==> config.mk <==
export PLATFORM = sky130hd
export DESIGN_NAME = tetris_ctrl_gen
export DESIGN_NICKNAME = d
export VERILOG_FILES = /design/src/rtl/tetris_pkg.sv /design/src/rtl/tetris_btn_cond.sv /design/src/rtl/tetris_ctrl_gen.sv
export SDC_FILE = /design/constraint.sdc
export NUM_CORES = 1
export LEC_CHECK = 0
export CAP_MARGIN = 15
export CORE_MARGIN = 5
export CORE_UTILIZATION = 55
export DETAILED_ROUTE_END_ITERATION = 6
export PLACE_DENSITY = 0.67
export SLEW_MARGIN = 20
export SYNTH_ARGS = -nofsm -noshare
export SYNTH_HDL_FRONTEND = slang
export SYNTH_SLANG_ARGS = --single-unit
export TNS_END_PERCENT = 30
==> constraint.sdc <==
create_clock -name clk -period 9.4 [get_ports clk]
set_clock_uncertainty 0.05 [all_clocks]
set_input_delay 1.41 -clock clk [delete_from_list [all_inputs] [get_ports clk]]
set_output_delay 1.41 -clock clk [all_outputs]
set_load 0.1 [all_outputs]
==> src/rtl/tetris_pkg.sv <==
// Shared definitions for the tetris command path: ctrl codes seen by the game
// core, the command FSM states and the issue priority order.
package tetris_pkg;

    typedef enum logic [2:0] {
        CTRL_NONE   = 3'd0,
        CTRL_HOLD   = 3'd1,
        CTRL_ROTATE = 3'd2,
        CTRL_LEFT   = 3'd3,
        CTRL_RIGHT  = 3'd4,
        CTRL_DOWN   = 3'd5,
        CTRL_BAR    = 3'd6
    } ctrl_e;

    typedef enum logic [1:0] {
        ST_IDLE  = 2'd0,
        ST_ISSUE = 2'd1,
        ST_GAP   = 2'd2
    } fsm_state_e;

    localparam int PEND_HOLD   = 0;
    localparam int PEND_BAR    = 1;
    localparam int PEND_ROTATE = 2;
    localparam int PEND_LEFT   = 3;
    localparam int PEND_RIGHT  = 4;
    localparam int PEND_DOWN   = 5;

    // Pending bit i issues code PRIO[i]; a lower index wins.
    localparam logic [5:0][2:0] PRIO = {CTRL_DOWN, CTRL_RIGHT, CTRL_LEFT,
                                        CTRL_ROTATE, CTRL_BAR, CTRL_HOLD};

    function automatic logic [2:0] pick_code(input logic [5:0] pend);
        pick_code = CTRL_NONE;
        for (int i = 5; i >= 0; i--) begin
            if (pend[i]) pick_code = PRIO[i];
        end
    endfunction

endpackage

==> src/rtl/tetris_btn_cond.sv <==
// One push-button: 2-FF synchronizer, debounce, rising-edge request and an
// optional hold-to-repeat stream.
module tetris_btn_cond #(
    parameter int DEBOUNCE     = 1_000_000,
    parameter bit REPEAT_EN    = 1'b0,
    parameter int REPEAT_DELAY = 25_000_000,
    parameter int REPEAT_RATE  = 8_000_000
) (
    input  logic clk,
    input  logic reset_n,
    input  logic btn,
    output logic req,
    output logic level
);
    localparam int DW   = $clog2(DEBOUNCE) + 1;
    localparam int RMAX = (REPEAT_DELAY > REPEAT_RATE) ? REPEAT_DELAY : REPEAT_RATE;
    localparam int RW   = $clog2(RMAX) + 1;

    logic [1:0]    sync;
    logic [DW-1:0] db_cnt;
    logic          level_d;
    logic [RW-1:0] rpt_cnt;
    logic          edge_req;
    logic          rpt_req;

    assign edge_req = level & ~level_d;
    assign rpt_req  = REPEAT_EN && level && level_d && (rpt_cnt == '0);
    assign req      = edge_req | rpt_req;

    always_ff @(posedge clk or negedge reset_n) begin
        if (!reset_n) begin
            sync    <= '0;
            db_cnt  <= '0;
            level   <= 1'b0;
            level_d <= 1'b0;
            rpt_cnt <= '0;
        end else begin
            sync    <= {sync[0], btn};
            level_d <= level;
            if (sync[1] == level) begin
                db_cnt <= '0;
            end else if (db_cnt == DW'(DEBOUNCE - 1)) begin
                level  <= sync[1];
                db_cnt <= '0;
            end else begin
                db_cnt <= db_cnt + DW'(1);
            end
            // Repeat timer runs only while held; first fire after the delay, then at the rate.
            if (!REPEAT_EN || !level) begin
                rpt_cnt <= '0;
            end else if (edge_req) begin
                rpt_cnt <= RW'(REPEAT_DELAY - 1);
            end else if (rpt_cnt == '0) begin
                rpt_cnt <= RW'(REPEAT_RATE - 1);
            end else begin
                rpt_cnt <= rpt_cnt - RW'(1);
            end
        end
    end

endmodule

==> src/rtl/tetris_ctrl_gen.sv <==
// Turns buttons and a gravity tick into single-cycle ctrl codes for the game
// core, one at a time, each followed by a forced idle gap.
module tetris_ctrl_gen
    import tetris_pkg::*;
#(
    parameter int DEBOUNCE     = 1_000_000,
    parameter int REPEAT_DELAY = 25_000_000,
    parameter int REPEAT_RATE  = 8_000_000,
    parameter int GRAVITY_BASE = 100_000_000,
    parameter int GAP          = 64
) (
    input  logic       clk,
    input  logic       reset_n,
    input  logic [4:0] btn,
    input  logic       gravity_en,
    input  logic [2:0] level,
    output logic [2:0] ctrl,
    output logic       busy
);
    localparam int GW = $clog2(GRAVITY_BASE) + 1;
    localparam int CW = $clog2(GAP) + 1;

    logic [4:0]    btn_req;
    logic [4:0]    unused_btn_level;
    logic [5:0]    req_vec, pending, clr;
    logic [GW-1:0] grav_cnt, grav_period;
    logic          grav_tick, bar_issue;
    logic [CW-1:0] gap_cnt, gap_nxt;
    logic [2:0]    ctrl_nxt;
    fsm_state_e    state, state_nxt;

    for (genvar i = 0; i < 5; i++) begin : g_btn
        tetris_btn_cond #(
            .DEBOUNCE    (DEBOUNCE),
            .REPEAT_EN   ((i == 2) || (i == 3)),
            .REPEAT_DELAY(REPEAT_DELAY),
            .REPEAT_RATE (REPEAT_RATE)
        ) u_cond (
            .clk    (clk),
            .reset_n(reset_n),
            .btn    (btn[i]),
            .req    (btn_req[i]),
            .level  (unused_btn_level[i])
        );
    end

    always_comb begin
        req_vec              = '0;
        req_vec[PEND_HOLD]   = btn_req[0];
        req_vec[PEND_ROTATE] = btn_req[1];
        req_vec[PEND_LEFT]   = btn_req[2];
        req_vec[PEND_RIGHT]  = btn_req[3];
        req_vec[PEND_BAR]    = btn_req[4];
        req_vec[PEND_DOWN]   = grav_tick;
    end

    // Compare against the live period so a level increase mid-count fires at once.
    assign grav_period = GW'(GRAVITY_BASE) >> level;
    assign grav_tick   = gravity_en && ((grav_cnt + GW'(1)) >= grav_period);
    assign busy        = (state != ST_IDLE);

    always_comb begin
        state_nxt = state;
        ctrl_nxt  = CTRL_NONE;
        gap_nxt   = gap_cnt;
        clr       = '0;
        bar_issue = 1'b0;
        case (state)
            ST_IDLE: begin
                if (|pending) begin
                    state_nxt = ST_ISSUE;
                    ctrl_nxt  = pick_code(pending);
                end
            end
            ST_ISSUE: begin
                for (int i = 0; i < 6; i++) begin
                    if (ctrl == PRIO[i]) clr[i] = 1'b1;
                end
                if (ctrl == CTRL_BAR) begin
                    clr[PEND_DOWN] = 1'b1;
                    bar_issue      = 1'b1;
                end
                gap_nxt   = CW'(GAP - 1);
                state_nxt = ST_GAP;
            end
            ST_GAP: begin
                if (gap_cnt == '0) state_nxt = ST_IDLE;
                else               gap_nxt   = gap_cnt - CW'(1);
            end
            default: state_nxt = ST_IDLE;
        endcase
    end

    always_ff @(posedge clk or negedge reset_n) begin
        if (!reset_n) begin
            state    <= ST_IDLE;
            ctrl     <= CTRL_NONE;
            gap_cnt  <= '0;
            pending  <= '0;
            grav_cnt <= '0;
        end else begin
            state    <= state_nxt;
            ctrl     <= ctrl_nxt;
            gap_cnt  <= gap_nxt;
            pending  <= (pending & ~clr) | req_vec;
            if (!gravity_en || grav_tick || bar_issue) grav_cnt <= '0;
            else                                       grav_cnt <= grav_cnt + GW'(1);
        end
    end

endmodule

==> results.tsv <==
stage	metric	value	unit
setup_path	Critical Path Start	level[0]	
layout	post-route cell area	12600	um2
setup_path	CP cell instances	clkdlybuf4s50_1, nor2_1, nand2_1, ha_1, nand3_1, nor4_1, nand4_1, o22ai_4, nor3b_1	
clock_tree	clock buffer depth	3	
sta	final hold viol count	0	
floorplan	# rows	52	
yosys	synth warn	0	
floorplan	die height	154	um
setup_path	CP Max Fanout	28	
grt	initial antenna violation count	0	
sta	fin crit share	0.437	
pwr	total power	2.03	mW
setup_path	reg2reg setup slack	5.61	ns
floorplan	area of the die	23700	um2
detailed_routing	M1 WL	10.6	mm
outcome	outcome	complete, no violations	
setup_path	CP Class	in -> reg	
layout	final antenna diode count	0	
setup_path	Setup crit end kind	register	
detailed_routing	DR WL/cell	14.7	um
clock_tree	Clock transition at path regs	0.06	ns
clock_tree	Clock Sinks	223	
layout	Layout area overhead	10.5	%
yosys	Unique masters post-synth	65	
sta	Max transition margin	0.352	
layout	layout cell share with drive strength beyond 1	0.0567	
yosys	Mapped Cells	1155	
yosys	Yosys reg bits	223	
floorplan	Core Area	20300	um2
setup_path	CP arrival	4.41	ns
setup_path	CP startpoint kind	input pin	
pwr	maximum VDD drop	0.171	mV
layout	highest-count cells in the layout ignoring fill and taps	223 x dfrtp_1, 161 x nor2_1, 88 x xnor2_1	
sta	setup TNS	0	ns
detailed_routing	ANT nets after route	0	
setup_path	Top Family by Delay on Critical Path	simple AND/OR/NAND/NOR gates	
clock_tree	post-CTS setup buffers	0	
clock_tree	post-CTS resize count	0	
setup_path	critical path data required time	9.70	ns
sta	RSZ-0062 raised after global routing	false	
pwr	Pwr Density	161	nW/um2
grt	first-pass GRT wire length	37.8	mm
detailed_routing	final wirelength	21.3	mm
yosys	Syn Std Cell Area	11400	um2
yosys	ranking of synthesized cells by area	dfrtp_1 49%, xnor2_1 6.8%, xor2_1 6.0%, nor2_1 5.3%, ha_1 3.9%	
sta	Slew @ Worst Pin	0.969	ns
clock_tree	CTS Root Cell	clkbuf_16	
yosys	syn_nets	1202	
yosys	Post-synth EDFFs	0	
detailed_routing	Vias per Instance	5.56	
min_path	Hold Startpoint	g_btn[3].u_cond.sync[0]$_DFF_PN0_	
layout	most common cell after layout, fill and taps aside	dfrtp_1	
detailed_routing	routed wl met3	713	um
floorplan	die width	154	um
setup_path	worst r2r src	grav_cnt[2]$_DFF_PN0_	
detailed_routing	DR top layer	met4	
placed_design	HPWL Detailed	14.5	mm
yosys	Yosys top cell area share	0.489	
detailed_routing	Initial DRC Count	372	
layout	Layout fillers	1749	
setup_path	WP buf/inv	1	
min_path	HP Class	reg -> reg	
setup_path	r2r endpoint	grav_cnt[5]$_DFF_PN0_	
layout	Finished Layout Cells	1451	
grt	vias in the first global route	7970	
yosys	asr flop ratio synth	1.00	
yosys	Seq/Total Area, Yosys	0.489	
sta	Min Hold Slack	0.298	ns
grt	global-route usage over all layers	0.184	
detailed_routing	first-pass iteration count of the detailed router	5	
placed_design	GPL Wtd Cong	0.830	
placed_design	IO buf count	14	
detailed_routing	met2 wire len	9.69	mm
layout	nets	1210	
min_path	WHS Endpoint	g_btn[3].u_cond.sync[1]$_DFF_PN0_	
floorplan	io pins	15	
clock_tree	CTS tree	built	
setup_path	slowest stage delay, CP	0.61	ns
detailed_routing	Post-route DRC	0	
setup_path	CP max stage cell	o22ai_4	
clock_tree	total CTS buffers	24	
pwr	LEAKAGE	5.89	nW
sta	fmax	243	MHz
yosys	prevailing post-synth register cell	dfrtp_1	
clock_tree	Worst-Skew Late Latency	0.51	ns
flow_run	Max Cap Violations	0	
grt	maximum number of pins on one net before global-route repair	77	
grt	gr ovfl total	0	
placed_design	placed cell count	1407	
sta	Pins Over Slew Limit	0	
min_path	Cells on Worst Hold Path	0	
detailed_routing	via count	8074	
yosys	leading area contributor after synthesis	dfrtp_1	
sta	final setup violation count	0	
clock_tree	H-tree depth	1	
yosys	syn_area_per_cell	9.87	um2
setup_path	Worst Reg2Reg Path Length in Cells	10	
clock_tree	cts hold-fix bufs	0	
sta	Final min period	4.11	ns
floorplan	Initial Util	0.562	
placed_design	DP Area	11800	um2
==> sequential cells by signal, summed over array words and instances (netlist names) <==
signal and cells:
gap_cnt 7, g_btn.u_cond.sync 10, g_btn.u_cond.db_cnt 105, grav_cnt 28, g_btn.u_cond.level 5, g_btn.u_cond.rpt_cnt 52
pending 6, state 2, g_btn.u_cond.level_d 5, ctrl 3
==> cell type report <==
type	count	area, um2	area share
multi-input cells	860	5540	0.440
inverters	38	143	0.0113
flip-flops and latches	223	5580	0.443
well taps	270	338	0.0268
repair buffers	16	160	0.0127
clock buffers	36	717	0.0569
clock inverters	8	124	0.00983
==> report_power, final <==
part           total (mW)  leakage (nW)  internal [mW]  switching (mW)
clock network       0.984         0.406          0.609           0.375
registers           0.977          3.07          0.969         0.00852
logic              0.0647          2.42         0.0194          0.0453
total                2.03          5.89           1.60           0.429
==> worst max path at each step <==
stage	endpoint	slack (ns)	cells past startpoint
floorplan	grav_cnt[19]$_DFF_PN0_	5.56	11
detailed placement	grav_cnt[11]$_DFF_PN0_	4.52	9
global placement	pending[5]$_DFF_PN0_	4.57	9
finish	grav_cnt[5]$_DFF_PN0_	5.29	9
global route	grav_cnt[17]$_DFF_PN0_	5.00	9
CTS	grav_cnt[5]$_DFF_PN0_	5.05	9
==> stage by stage <==
step | util | setup WS [ns]
floorplan | - | 5.56
global placement | 0.579 | 4.57
detailed placement | 0.579 | 4.52
CTS | 0.621 | 5.05
global route | 0.621 | 5.00
finish | 0.621 | 5.29
==> metal layers <==
metal  vias to the layer above  GRT usage
li1                       4054          -
met1                      3918      0.270
met2                        73      0.292
met3                        29     0.0253
met4                         0     0.0425
met5                         -          0
==> cell usage after synthesis, types with 3 or more instances <==
cell / count
a21o_1: 3
a21oi_1: 53
a31oi_1: 3
and2_1: 4
and3_1: 25
and4_1: 13
buf_2: 7
clkbuf_1: 25
dfrtp_1: 223
ha_1: 36
inv_1: 35
mux2_2: 3
nand2_1: 72
nand2b_1: 4
nand3_1: 65
nand4_1: 40
nand4b_1: 4
nor2_1: 161
nor2b_1: 6
nor3_1: 42
nor3b_1: 27
nor4_1: 24
nor4_2: 3
nor4b_1: 8
o21a_1: 3
o21ai_0: 27
o31a_1: 3
o31ai_1: 5
or2_2: 3
or3_1: 13
or4_1: 9
xnor2_1: 88
xor2_1: 78
==> logic make-up (layout without fill, tap and decap cells) <==
logic type / count (synthesis) / count (layout) / synth area share
AO/OA/AOI/OAI: 115 / 115 / 0.0612
buffers and inverters: 72 / 98 / 0.0252
flip-flops: 223 / 223 / 0.489
multiplexers: 4 / 4 / 0.00384
AND/OR/NAND/NOR: 538 / 538 / 0.253
other: 1 / 1 / 0.000329
adder cells (fa/ha/maj): 36 / 36 / 0.0395
XOR/XNOR: 166 / 166 / 0.127
==> worst register-to-register path, stage by stage, from the launching register on <==
cell and delay (ns):
dfrtp_1 0.42, nand4_1 0.27, nor2_1 0.54, nand4_1 0.19, xnor2_1 0.19, ha_1 0.31
nand4_1 0.15, nor4_1 0.54, nand4_1 0.23, o22ai_4 0.61, nor3b_1 0.14
No activity file was read; power rests on OpenSTA's default activity.
